===== src/rtl/uart_tx.sv =====
// rtl/uart_tx.sv - UART transmitter with parity/stop-bit options, driven by an external baud strobe
module uart_tx #(
    parameter int DATA_BITS = 8,
    parameter int PARITY    = 0,
    parameter int STOP_BITS = 1
) (
    input  logic       clk,
    input  logic       rst,
    input  logic       tx_valid,
    input  logic [7:0] tx_data,
    output logic       tx_ready,
    input  logic       baud_tick,
    output logic       baud_en,
    output logic       txd,
    output logic       tx_done
);

    typedef enum logic [2:0] {
        IDLE  = 3'd0,
        START = 3'd1,
        DATA  = 3'd2,
        PAR   = 3'd3,
        STOP  = 3'd4
    } state_t;

    // Payload bits above DATA_BITS-1 are dropped at acceptance so parity only sees real payload
    localparam logic [7:0] DATA_MASK = 8'hFF >> (8 - DATA_BITS);
    localparam logic [2:0] LAST_IDX  = 3'(DATA_BITS - 1);
    localparam logic       STOP_LAST = 1'(STOP_BITS - 1);

    state_t     state, state_next;
    logic [7:0] data_q, data_next;
    logic [2:0] idx_q, idx_next;
    logic       stop_q, stop_next;
    logic       txd_q, txd_next;
    logic       done_q, done_next;
    logic       parity_bit;

    assign parity_bit = (^data_q) ^ (PARITY == 2);

    // State register plus the registered datapath; txd is registered so the line never glitches
    always_ff @(posedge clk) begin
        if (rst) begin
            state  <= IDLE;
            data_q <= 8'd0;
            idx_q  <= 3'd0;
            stop_q <= 1'b0;
            txd_q  <= 1'b1;
            done_q <= 1'b0;
        end else begin
            state  <= state_next;
            data_q <= data_next;
            idx_q  <= idx_next;
            stop_q <= stop_next;
            txd_q  <= txd_next;
            done_q <= done_next;
        end
    end

    // Next-state logic: every bit advances only on baud_tick, IDLE ignores the tick entirely
    always_comb begin
        state_next = state;
        data_next  = data_q;
        idx_next   = idx_q;
        stop_next  = stop_q;
        txd_next   = txd_q;
        done_next  = 1'b0;
        case (state)
            IDLE: begin
                txd_next = 1'b1;
                if (tx_valid) begin
                    data_next  = tx_data & DATA_MASK;
                    idx_next   = 3'd0;
                    stop_next  = 1'b0;
                    txd_next   = 1'b0;
                    state_next = START;
                end
            end
            START: begin
                if (baud_tick) begin
                    txd_next   = data_q[0];
                    idx_next   = 3'd0;
                    state_next = DATA;
                end
            end
            DATA: begin
                if (baud_tick) begin
                    if (idx_q != LAST_IDX) begin
                        idx_next = idx_q + 3'd1;
                        txd_next = data_q[idx_q + 3'd1];
                    end else if (PARITY != 0) begin
                        txd_next   = parity_bit;
                        state_next = PAR;
                    end else begin
                        txd_next   = 1'b1;
                        stop_next  = 1'b0;
                        state_next = STOP;
                    end
                end
            end
            PAR: begin
                if (baud_tick) begin
                    txd_next   = 1'b1;
                    stop_next  = 1'b0;
                    state_next = STOP;
                end
            end
            STOP: begin
                if (baud_tick) begin
                    txd_next = 1'b1;
                    if (stop_q != STOP_LAST) begin
                        stop_next = stop_q + 1'b1;
                    end else begin
                        done_next  = 1'b1;
                        state_next = IDLE;
                    end
                end
            end
            default: begin
                txd_next   = 1'b1;
                state_next = IDLE;
            end
        endcase
    end

    // Outputs decoded from registers only; baud_en drops in IDLE so each frame restarts the divider
    always_comb begin
        tx_ready = (state == IDLE);
        baud_en  = (state != IDLE);
        txd      = txd_q;
        tx_done  = done_q;
    end

endmodule


===== config.mk =====
export PLATFORM = sky130hd
export DESIGN_NAME = uart_tx
export DESIGN_NICKNAME = d
export VERILOG_FILES = /design/src/rtl/uart_tx.sv
export SDC_FILE = /design/constraint.sdc
export NUM_CORES = 1
export LEC_CHECK = 0
export CAP_MARGIN = 20
export CORE_MARGIN = 5
export CORE_UTILIZATION = 48
export CTS_CLUSTER_DIAMETER = 100
export CTS_CLUSTER_SIZE = 10
export DETAILED_ROUTE_END_ITERATION = 12
export PLACE_DENSITY = 0.78
export SYNTH_ARGS = -nofsm -noshare
export SYNTH_HDL_FRONTEND = slang
export SYNTH_SLANG_ARGS = --single-unit

===== constraint.sdc =====
create_clock -name clk -period 2.25 [get_ports clk]
set_input_delay 0.225 -clock clk [delete_from_list [all_inputs] [get_ports clk]]
set_output_delay 0.225 -clock clk [all_outputs]
set_load 0.05 [all_outputs]

==> results.toml, run 1 <==
[die]
core_area_sq_um = 1510
dieArea_sq_um = 2510
num_io_pins = 16
start_util_pct = 51.2
rows = 14
die_w_um = 50.1
die_h_um = 50.1

[place]
pre_cts_slack_ns = 0.470
portBuffers = 15
dp.cells = 115
hpwl_mm = 1.14
place_congestion = 0.834

[yosys]
yosys.cell_types.count = 28
ys_seq_area_share_pct = 41.6
synth-seq-cells = 16
synthesis.area_sq_um = 771
synthCells = 90
ys_warn_count = 0
synthesis.nets = 104
syn_avg_cell_area_sq_um = 8.56

[detailed_routing]
vias_per_cell = 5.47
final_antenna_net_count = 0
drt_iter0_drc = 8
detail_route.first_pass.iterations = 4
routed_wl_mm = 1.51
dr_total_vias = 646
wire_per_inst_um = 12.8
remaining_drc_errors = 0

[hold_path]
whs_path_depth = 2
hp-class = "reg -> reg"

[power_and_ir_drop]
power.density_nw_per_um2 = 619
p_leak_uw = 0.000335
peakVddDrop_uv = 385

[grt]
antenna_found_initial = 0
grt_pass1_vias = 613
grt-ovfl-total = 0
grt_max_degree = 18
gr-usage-all-layers_pct = 12.7
met1_usage_pct = 16.7
grt_util_met2_pct = 19.7
grt_pass1_wl_mm = 2.58
use_met3_pct = 3.01
gr-max-usage-layer = "met2"

[clock_network]
cts.clk_slew.worst_paths_ns = 0.09
clkSinkCount = 16
post_cts.repair.setup_buffers = 0
cts_tree = "yes"
cts-root-buf = "clkbuf_4"
insertion_delay_ns = 0.27
clockBufferDepth = 2
cts_resized = 0
numCtsBuffers = 3
postCtsHoldBufs = 0
h-tree-depth = 1

[cells_and_area]
final_cell_mix = "21 x nand2_1, 16 x dfxtp_1, 15 x clkdlybuf4s50_1, 12 x a21oi_1"
final_nets = 118
diodes = 0
layout_commonest_cell = "nand2_1"
instances_no_fill = 118
drive_above_1_share_pct = 6.86
utilization_pct = 61.6
syn2layout_area_growth_pct = 20.5

[setup_path]
crit_path_max_fanout = 11
endpoint_kind = "output port"
rr_worst_depth = 4
critPathLaunchType = "flip-flop"
arrival_ns = 1.83
critPathKind = "reg -> out"
cp.required_ns = 2.03

[outcome]
outcome = "finished, final reports clean"

[timing]
tightest_slew_ns = 0.608
slew_viol_final = 0
rsz0062_at_grt = "no"
hold_viol_final = 0
tns_ns = 0
max_freq_mhz = 487
final.min_clock_period_ns = 2.05
min_period_over_period_pct = 91.3
relSlewSlack_pct = 59.4
fin_ws_ns = 0.196
setup_viol = 0
clock-skew-final_ns = 0.00174

[job]
cap_viol_max_count = 0
-- report_power, final --
group          internal (uW)  switching (uW)  total (uW)
combinational           55.1            65.3         120
clock                   61.9            80.5         142
sequential               298            13.5         312
total                    415             159         575
-- Yosys cell counts --
| master | number | share of area (%) |
|---|---|---|
| o32a_1 | 1 | 1.3 |
| and3b_1 | 1 | 1.1 |
| nor4_1 | 1 | 0.81 |
| nor3_1 | 2 | 1.3 |
| a211oi_1 | 2 | 1.9 |
| mux2i_1 | 2 | 2.6 |
| nand4bb_1 | 1 | 1.5 |
| o211ai_2 | 1 | 1.6 |
| ha_1 | 2 | 3.2 |
| nand2b_1 | 4 | 3.2 |
| nor3b_1 | 1 | 0.97 |
| or4bb_1 | 1 | 1.5 |
| buf_2 | 2 | 1.3 |
| dfxtp_1 | 16 | 42 |
| inv_1 | 3 | 1.5 |
| a21oi_1 | 12 | 7.8 |
| nand2_1 | 21 | 10 |
| or4b_4 | 1 | 1.8 |
| buf_1 | 1 | 0.49 |
| mux4_2 | 1 | 2.9 |
| clkbuf_1 | 1 | 0.49 |
| nand3_1 | 1 | 0.65 |
| o211ai_1 | 1 | 0.97 |
| a311oi_1 | 2 | 2.3 |
| and2_1 | 1 | 0.81 |
| o21ai_0 | 2 | 1.3 |
| buf_6 | 2 | 2.9 |
| nor2_1 | 4 | 1.9 |
-- state kept, by name (all words and copies together), names as in the netlist --
name     count
data_q       8
txd          1
tx_done      1
state        3
idx_q        3
-- worst max-delay path, stage by stage (launching register included) --
cell and delay, ns:
dfxtp_1 0.56, nor3_2 0.11, inv_1 0.09, clkdlybuf4s50_1 0.80
-- worst paths after layout --
path	from	endpoint	slack [ns]
worst max-delay path	state[2]	baud_en	0.20
worst min-delay path	data_q[4]	data_q[4]	0.46
worst max register to register	idx_q[0]	txd	0.55
worst min register to register	data_q[4]	data_q[4]	0.46
-- cell type report --
class / instances / area [sq um]
timing repair buffer: 15 / 150
fill: 142 / 578
multi-input combinational: 65 / 404
inverter: 3 / 11.3
sequential: 16 / 320
clock buffer: 3 / 22.5
tap: 16 / 20.0
-- metrics by stage --
stage               hold slack, ns  cell area, sq um  power (uW)
floorplan                    0.361               776         402
global placement             0.441               906         436
detailed placement           0.449               906         440
CTS                          0.462               928         582
global route                 0.488               928         602
finish                       0.459               928         575
-- per-layer routing --
layer	routed length [um]	part of all wire, %
met1	710	47
met2	715	47
met3	82	5.4
met4	0	0
met5	0	0
-- kinds of logic after synthesis --
group                      after synthesis  share of synthesized area, %
AOI/OAI and AO/OA                       21                          17.2
adders and majority gates                2                          3.25
buffers and inverters                    9                          6.65
DFF                                     16                          41.6
muxes                                    3                          5.52
and+or+nand+nor                         39                          25.8
Note: power is estimated with default switching activity, not from simulation.
==> inputs of run 2 (changes only) <==
- RECOVER_POWER: default -> 50
==> results.toml, run 2 (synthesized netlist as in run 1, its figures left out) <==
[die]
die_w_um = 50.1
num_io_pins = 16
start_util_pct = 51.2
dieArea_sq_um = 2510
core_area_sq_um = 1510
die_h_um = 50.1
rows = 14

[clock_network]
cts_resized = 0
postCtsHoldBufs = 0
clkSinkCount = 16
h-tree-depth = 1
cts.clk_slew.worst_paths_ns = 0.09
cts-root-buf = "clkbuf_4"
insertion_delay_ns = 0.27
post_cts.repair.setup_buffers = 0
numCtsBuffers = 3
cts_tree = "yes"
clockBufferDepth = 2

[grt]
grt_pass1_wl_mm = 2.58
grt_max_degree = 18
grt_pass1_vias = 613
gr-usage-all-layers_pct = 12.7
antenna_found_initial = 0
grt-ovfl-total = 0

[place]
place_congestion = 0.834
dpl_cell_area_sq_um = 906
hpwl_mm = 1.14
portBuffers = 15

[setup_path]
cp.required_ns = 2.03
crit_path_max_fanout = 11
endpoint_kind = "output port"
regToRegStartpoint = "idx_q[0]"
critPathKind = "reg -> out"
crit_start = "state[2]"
arrival_ns = 1.83
critPathLaunchType = "flip-flop"
reg2reg_to = "txd"
rr_worst_depth = 4
cp-endpoint = "baud_en"
rrSetupSlack_ns = 0.55

[cells_and_area]
fillers = 144
largest_register = "data_q"
layout_commonest_cell = "nand2_1"
multi_input_area_sq_um = 400
regArea_sq_um = 320
stdcell_area_sq_um = 925
syn2layout_area_growth_pct = 20.0
diodes = 0
drive_above_1_share_pct = 5.88
final_cell_mix = "21 x nand2_1, 16 x dfxtp_1, 14 x clkdlybuf4s50_1, 12 x a21oi_1"
utilization_pct = 61.4
top_regs = "data_q: 8 flops, idx_q: 3 flops, state: 3 flops"
largest_reg_flops = 8
final_nets = 118

[power_and_ir_drop]
share_comb_of_total_power_pct = 20.6
p_sw_uw = 159
peakVddDrop_uv = 385
clkPwrFrac_pct = 24.9
p_int_uw = 414
pwr-share-seq_pct = 54.4
power.density_nw_per_um2 = 620
p_leak_uw = 0.000334
netSwitchingFraction_pct = 27.8

[timing]
clock-skew-final_ns = 0.00329
tightest_slew_ns = 0.615
tns_ns = 0
relSlewSlack_pct = 58.9
rsz0062_at_grt = "no"
setup_viol = 0
slew_viol_final = 0
final.min_clock_period_ns = 2.06
hold_viol_final = 0
max_freq_mhz = 486
min_period_over_period_pct = 91.5

[detailed_routing]
final_antenna_net_count = 0
vias_per_cell = 5.46
drt_iter0_drc = 8
wire_per_inst_um = 12.7
remaining_drc_errors = 0
detail_route.first_pass.iterations = 4
routed_wl_mm = 1.50
dr_total_vias = 644

[outcome]
outcome = "finished, final reports clean"

[hold_path]
hp-class = "reg -> reg"

[job]
cap_viol_max_count = 0
## run 2: cell types whose count changed in the layout (fill, tap and decap cells not counted), sizes merged
cell	previous run	this run
clkdlybuf4s50	15	14
dlygate4sd3	0	1
## run 2: per-layer routing
layer  vias to the layer above  share of wire [%]  wire [um]  global-route usage [%]
met3                         0                5.3         79                    3.01
li1                        338                  -          -                       -
met5                         -                  0          0                       0
met4                         0                  0          0                    4.80
met2                        11                 49        729                    19.7
met1                       295                 46        694                    16.7
## run 2: worst min path at each step
| stage | from | endpoint | cells past startpoint |
|---|---|---|---|
| after floorplan | tx_data[1] | data_q[1] | 2 |
| after global placement | data_q[5] | data_q[5] | 2 |
| after detailed placement | data_q[7] | data_q[7] | 2 |
| after CTS | data_q[7] | data_q[7] | 2 |
| after global routing | data_q[5] | data_q[5] | 2 |
| final | data_q[4] | data_q[4] | 2 |
## run 2: cell type report
class | instances | share of cell area, %
clock buffer | 3 | 2.44
tap | 16 | 2.17
inverter | 3 | 1.22
multi-input combinational | 65 | 43.3
sequential | 16 | 34.6
timing repair buffer | 15 | 16.2
## run 2: critical path, stage by stage (launching register included)
cell,delay (ns)
dfxtp_1,0.56
nor3_2,0.11
inv_1,0.09
clkdlybuf4s50_1,0.80
## run 2: power by group through the flow
stage	Combinational [uW]	Sequential [uW]	Clock [uW]
6_report	118	312	143
5_1_grt	129	314	156
4_1_cts	121	312	148
3_5_place_dp	121	319	0
3_3_place_gp	118	318	0
2_1_floorplan	82.2	320	0
## run 2: stage by stage
| step | total power [uW] | instances | hold slack, ns | setup slack, ns |
|---|---|---|---|---|
| CTS | 582 | 118 | 0.462 | 0.194 |
| floorplan | 402 | 90 | 0.361 | 0.232 |
| global route | 599 | 118 | 0.488 | 0.0956 |
| detailed placement | 440 | 115 | 0.449 | 0.470 |
| global placement | 436 | 115 | 0.441 | 0.517 |
| finish | 573 | 118 | 0.459 | 0.192 |
